File: src/rtl/syzygy_frame_align.sv
// Frame-clock alignment for the SYZYGY ADC deserialiser: slips the ISERDES until
// the frame word matches FRAME_PATTERN, then watches for loss of lock.
//   state  | meaning
//   IDLE   | run low, nothing in progress
//   SETTLE | waiting for the ISERDES output to settle
//   CHECK  | counting consecutive pattern matches
//   SLIP   | single-cycle bitslip pulse
//   LOCKED | aligned, watching for a mismatch
//   FAIL   | gave up after MAX_SLIPS slips
module syzygy_frame_align #(
  parameter int                    DATA_WIDTH    = 8,
  parameter logic [DATA_WIDTH-1:0] FRAME_PATTERN = DATA_WIDTH'(8'hF0),
  parameter int                    SETTLE_CYCLES = 16,
  parameter int                    MATCH_COUNT   = 64,
  parameter int                    MAX_SLIPS     = 16
) (
  input  logic                  adc_clock,
  input  logic                  rst_n,
  input  logic                  enable,
  input  logic                  mmcm_locked,
  input  logic [DATA_WIDTH-1:0] frame_data,
  output logic                  bitslip,
  output logic [3:0]            bitslip_count,
  output logic                  clk_align_frame_valid,
  output logic                  align_error,
  output logic [7:0]            lock_loss_count
);

  localparam int SETTLE_W = (SETTLE_CYCLES > 1) ? $clog2(SETTLE_CYCLES) : 1;
  localparam int MATCH_W  = (MATCH_COUNT > 1) ? $clog2(MATCH_COUNT) : 1;
  localparam int ATT_W    = $clog2(MAX_SLIPS + 1);

  localparam logic [SETTLE_W-1:0] SETTLE_LOAD = SETTLE_W'(SETTLE_CYCLES - 1);
  localparam logic [MATCH_W-1:0]  MATCH_LAST  = MATCH_W'(MATCH_COUNT - 1);
  localparam logic [ATT_W-1:0]    ATT_MAX     = ATT_W'(MAX_SLIPS);
  localparam logic [3:0]          SLIP_WRAP   = 4'(DATA_WIDTH - 1);

  typedef enum logic [2:0] {
    IDLE,
    SETTLE,
    CHECK,
    SLIP,
    LOCKED,
    FAIL
  } state_t;

  state_t              state_q, state_d;
  logic [SETTLE_W-1:0] settle_q, settle_d;
  logic [MATCH_W-1:0]  match_q, match_d;
  logic [ATT_W-1:0]    att_q, att_d;
  logic                bitslip_q, bitslip_d;
  logic [3:0]          slip_cnt_q, slip_cnt_d;
  logic                valid_q, valid_d;
  logic                err_q, err_d;
  logic [7:0]          llc_q, llc_d;

  logic       run;
  logic       match;
  logic [3:0] slip_cnt_next;

  assign run           = enable & mmcm_locked;
  assign match         = (frame_data == FRAME_PATTERN);
  assign slip_cnt_next = (slip_cnt_q == SLIP_WRAP) ? 4'd0 : slip_cnt_q + 4'd1;

  always_comb begin
    state_d    = state_q;
    settle_d   = settle_q;
    match_d    = match_q;
    att_d      = att_q;
    bitslip_d  = 1'b0;
    slip_cnt_d = slip_cnt_q;
    valid_d    = valid_q;
    err_d      = err_q;
    llc_d      = llc_q;

    if (!run) begin
      state_d = IDLE;
      valid_d = 1'b0;
      err_d   = 1'b0;
      att_d   = '0;
      // The pulse already on the wire still moves the ISERDES, so count it.
      if (state_q == SLIP) begin
        slip_cnt_d = slip_cnt_next;
      end
    end else begin
      case (state_q)
        IDLE: begin
          state_d  = SETTLE;
          settle_d = SETTLE_LOAD;
        end
        SETTLE: begin
          if (settle_q == '0) begin
            state_d = CHECK;
            match_d = '0;
          end else begin
            settle_d = settle_q - 1'b1;
          end
        end
        CHECK: begin
          if (match) begin
            if (match_q == MATCH_LAST) begin
              state_d = LOCKED;
              valid_d = 1'b1;
              att_d   = '0;
            end else begin
              match_d = match_q + 1'b1;
            end
          end else if (att_q == ATT_MAX) begin
            state_d = FAIL;
            err_d   = 1'b1;
          end else begin
            state_d   = SLIP;
            bitslip_d = 1'b1;
          end
        end
        SLIP: begin
          slip_cnt_d = slip_cnt_next;
          att_d      = att_q + 1'b1;
          state_d    = SETTLE;
          settle_d   = SETTLE_LOAD;
        end
        LOCKED: begin
          if (!match) begin
            state_d = CHECK;
            valid_d = 1'b0;
            match_d = '0;
            if (llc_q != 8'hFF) begin
              llc_d = llc_q + 8'd1;
            end
          end
        end
        FAIL: begin
          state_d = FAIL;
        end
        default: begin
          state_d = IDLE;
        end
      endcase
    end
  end

  always_ff @(posedge adc_clock) begin
    if (!rst_n) begin
      state_q    <= IDLE;
      settle_q   <= '0;
      match_q    <= '0;
      att_q      <= '0;
      bitslip_q  <= 1'b0;
      slip_cnt_q <= 4'd0;
      valid_q    <= 1'b0;
      err_q      <= 1'b0;
      llc_q      <= 8'd0;
    end else begin
      state_q    <= state_d;
      settle_q   <= settle_d;
      match_q    <= match_d;
      att_q      <= att_d;
      bitslip_q  <= bitslip_d;
      slip_cnt_q <= slip_cnt_d;
      valid_q    <= valid_d;
      err_q      <= err_d;
      llc_q      <= llc_d;
    end
  end

  assign bitslip               = bitslip_q;
  assign bitslip_count         = slip_cnt_q;
  assign clk_align_frame_valid = valid_q;
  assign align_error           = err_q;
  assign lock_loss_count       = llc_q;

endmodule

File: config.mk
export PLATFORM = sky130hd
export DESIGN_NAME = syzygy_frame_align
export DESIGN_NICKNAME = d
export VERILOG_FILES = /design/src/rtl/syzygy_frame_align.sv
export SDC_FILE = /design/constraint.sdc
export NUM_CORES = 1
export LEC_CHECK = 0
export CAP_MARGIN = 30
export CORE_MARGIN = 3
export CORE_UTILIZATION = 45
export DETAILED_ROUTE_END_ITERATION = 7
export PLACE_DENSITY = 0.69
export SETUP_SLACK_MARGIN = 0.4
export SLEW_MARGIN = 0
export SYNTH_ARGS = -nofsm -noshare
export SYNTH_HDL_FRONTEND = slang
export SYNTH_SLANG_ARGS = --single-unit
export TNS_END_PERCENT = 50
File: constraint.sdc
create_clock -name adc_clock -period 4.5 [get_ports adc_clock]
set_input_delay 0.675 -clock adc_clock [delete_from_list [all_inputs] [get_ports adc_clock]]
set_output_delay 0.675 -clock adc_clock [all_outputs]
set_load 0.01 [all_outputs]
==> run metrics <==
status=completed; fmax=0.352 GHz; crit-path cells=clkdlybuf4s50_1, nand3_1, nand2b_1, nor3b_1, a41oi_1, a31oi_1; GR Layer Usage met3=4.64%; final antenna-violating net count=0; Synth Instances=209; Psw=122 uW; critical path's largest stage delay=0.74 ns; start of the worst register-to-register path=state_q[1]; CTS Hold Buffers Added=0; postcts setup bufs=0; Final setup viols=0; most used routing layer=met2; top_reg_cell synth=dfxtp_1; Post-Syn Area=0.00180 mm^2; Hold Path End=match_q[1]; reg2reg end=match_q[2]; first-pass GRT wire length=6720 um; Worst Setup Path Type=in -> reg; fin. max-slew vios=0; xor and xnor area share after synthesis=4.37%; Post-Route WL=3810 um; area grow syn2layout=19.6%; later-pin clock latency in the skew report=0.28 ns; clk sink count=33; io pins=27; Comb power frac=6.5%; Layout Nets=252; post-synthesis compound-gate area fraction=20.4%; PD cells=258 mW/mm^2; most common cell after layout, fill and taps aside=dfxtp_1; CTS HTree Levels=2; CP Data Arrival Time=3.04 ns; Placed Area=0.00207 mm^2; Critical Path Source Type=primary input; DIE WIDTH=69.3 um; launch point of the worst hold path=match_q[1]; switching power share of the total=22.0%; R2R setup slack=2.08 ns; Synth cell types=53; cell family with most CP delay=simple AND/OR/NAND/NOR gates; die height=69.3 um; Post-Syn Area per Cell=8.63 um^2; Num CTS Buffers=5; grt ovf=0; gpl congestion=0.777; post-CTS sizing=0; ys async rst share=0%; P_int=434 uW; Hold Path Cell Cnt=2; share of layout cells above drive strength 1=9.40%; Worst-Margin Slew=0.675 ns; Core Rows=22; EDFF count, synth=0; GR Layer Usage met2=25.3%; syn_nets=227; Worst-path clk slew=0.06 ns; worst min-delay path class=reg -> reg; gr usage total=16.6%; CTS tree=yes; Worst Path Required=4.71 ns; sequential cell area=661 um^2; largest net degree at the start of global routing=15; area of the multi-input gates=0.00106 mm^2; max cap viols=0; Via density=5.70; proportion of synthesized area in mux cells=0%; cell depth of the worst setup path=6; Fin Setup TNS=0 ns; met1 usage=23.0%; Synth warnings=0; filler instances=364; sequential power share=53.9%; simple-gate area share of the yosys netlist=29.7%; Core Footprint=0.00377 mm^2; CTS max path bufs=2; Post-DP HPWL=2780 um; DRT Pass-1 Iters=4; post-route DRC violation count=0; drt wl/cell=13.5 um; crit-path max FO=12; max_slew headroom=54.8%; Seq cells post-synth=33; CP max-delay cell=clkdlybuf4s50_1; total leakage power=0.698 nW; vias in the first global route=1495; post-route clock period utilization=63.1%; crit path time final=2.84 ns; initial antenna violation count=0; total number of vias=1606; Crit. End Element=flip-flop; initial core utilization=47.8%; Seq/Total Area, Yosys=36.6%; n_diodes=0; initial detailed-routing violation count=79; setup clock skew after layout=0.00780 ns; adder-cell share of the synthesized area=4.16%; unrepaired setup endpoints after global routing=false; Root Buffer=clkbuf_8; die footprint=0.00481 mm^2; port bufs=26; most frequent cells in the layout=33 x dfxtp_1, 26 x clkdlybuf4s50_1, 23 x nor2_1; final instance area=0.00216 mm^2; r2r worst-path depth=5; Clock Power Share=39.7%; largest family of logic cells by synthesized area=simple AND/OR/NAND/NOR gates; Critical path buffers and inverters=1; maximum vdd drop=0.170 mV; final hold vios=0
## synthesized netlist by cell type (3+ instances only)
| master | count | area (um^2) |
|---|---|---|
| a21oi_1 | 15 | 75.1 |
| nand2_1 | 18 | 67.6 |
| a31oi_1 | 5 | 31.3 |
| a211oi_1 | 3 | 22.5 |
| nor3_1 | 4 | 20.0 |
| buf_2 | 3 | 15.0 |
| o21a_1 | 3 | 22.5 |
| nand3_1 | 13 | 65.1 |
| xor2_1 | 5 | 43.8 |
| nand2b_1 | 3 | 18.8 |
| a311oi_1 | 4 | 35.0 |
| dfxtp_1 | 33 | 661 |
| and4_1 | 3 | 26.3 |
| ha_1 | 6 | 75.1 |
| nand4_1 | 6 | 37.5 |
| o21ai_0 | 4 | 20.0 |
| nor2_1 | 23 | 86.3 |
| inv_1 | 9 | 33.8 |
| xnor2_1 | 4 | 35.0 |
## flip-flops by register name, summed over array words and instances, names as in the netlist
register	flops
settle_q	4
state_q	3
att_q	5
bitslip_count	4
match_q	6
clk_align_frame_valid	1
lock_loss_count	8
bitslip	1
align_error	1
## metal layers
layer  wire, um  up-vias  share of wire, %
met1       1950      751                51
met4         39        0               1.0
li1           -      823                 -
met2       1690       28                44
met3        137        4               3.6
met5          0        -                 0
## power by group through the flow
stage	clock network (mW)	logic, mW	registers (mW)
3_3_place_gp	0	0.0354	0.306
4_1_cts	0.225	0.0360	0.299
2_1_floorplan	0	0.0229	0.304
3_5_place_dp	0	0.0357	0.306
5_1_grt	0.241	0.0402	0.300
6_report	0.221	0.0359	0.299
## final cells by class
class | count | area share (%)
Timing Repair Buffer | 26 | 12.1
Inverter | 9 | 1.57
Tap cell | 48 | 2.78
Sequential cell | 33 | 30.6
Clock buffer | 7 | 4.00
Multi-Input combinational cell | 159 | 49.0
## kinds of logic after synthesis
kind of cell / after synthesis
xor+xnor: 9
fa+ha+maj: 6
simple gates: 94
buf+inv: 17
flops: 33
compound gates: 50
## worst max-delay path by stage
stage | start | to | slack (ns)
2_1_floorplan | frame_data[1] | att_q[1] | 2.45
3_3_place_gp | rst_n | match_q[5] | 1.45
3_5_place_dp | rst_n | match_q[5] | 1.39
4_1_cts | rst_n | match_q[5] | 1.68
5_1_grt | rst_n | match_q[5] | 1.42
6_report | rst_n | match_q[5] | 1.66
## through the flow
step | total power, mW | instances | setup WS [ns] | utilization, % | hold slack, ns
after floorplan | 0.327 | 209 | 2.45 | - | 0.440
after CTS | 0.560 | 282 | 1.68 | 57.2 | 0.477
after detailed placement | 0.341 | 275 | 1.39 | 54.9 | 0.469
after global routing | 0.581 | 282 | 1.42 | 57.2 | 0.504
after global placement | 0.341 | 275 | 1.45 | 54.9 | 0.468
final | 0.556 | 282 | 1.66 | 57.2 | 0.472
## tightest hold or removal path, cell delays in order (launching register included)
cell	delay, ns
dfxtp_1	0.32
nand3_1	0.06
o21ai_1	0.05
(Power assumes the default switching activity.)
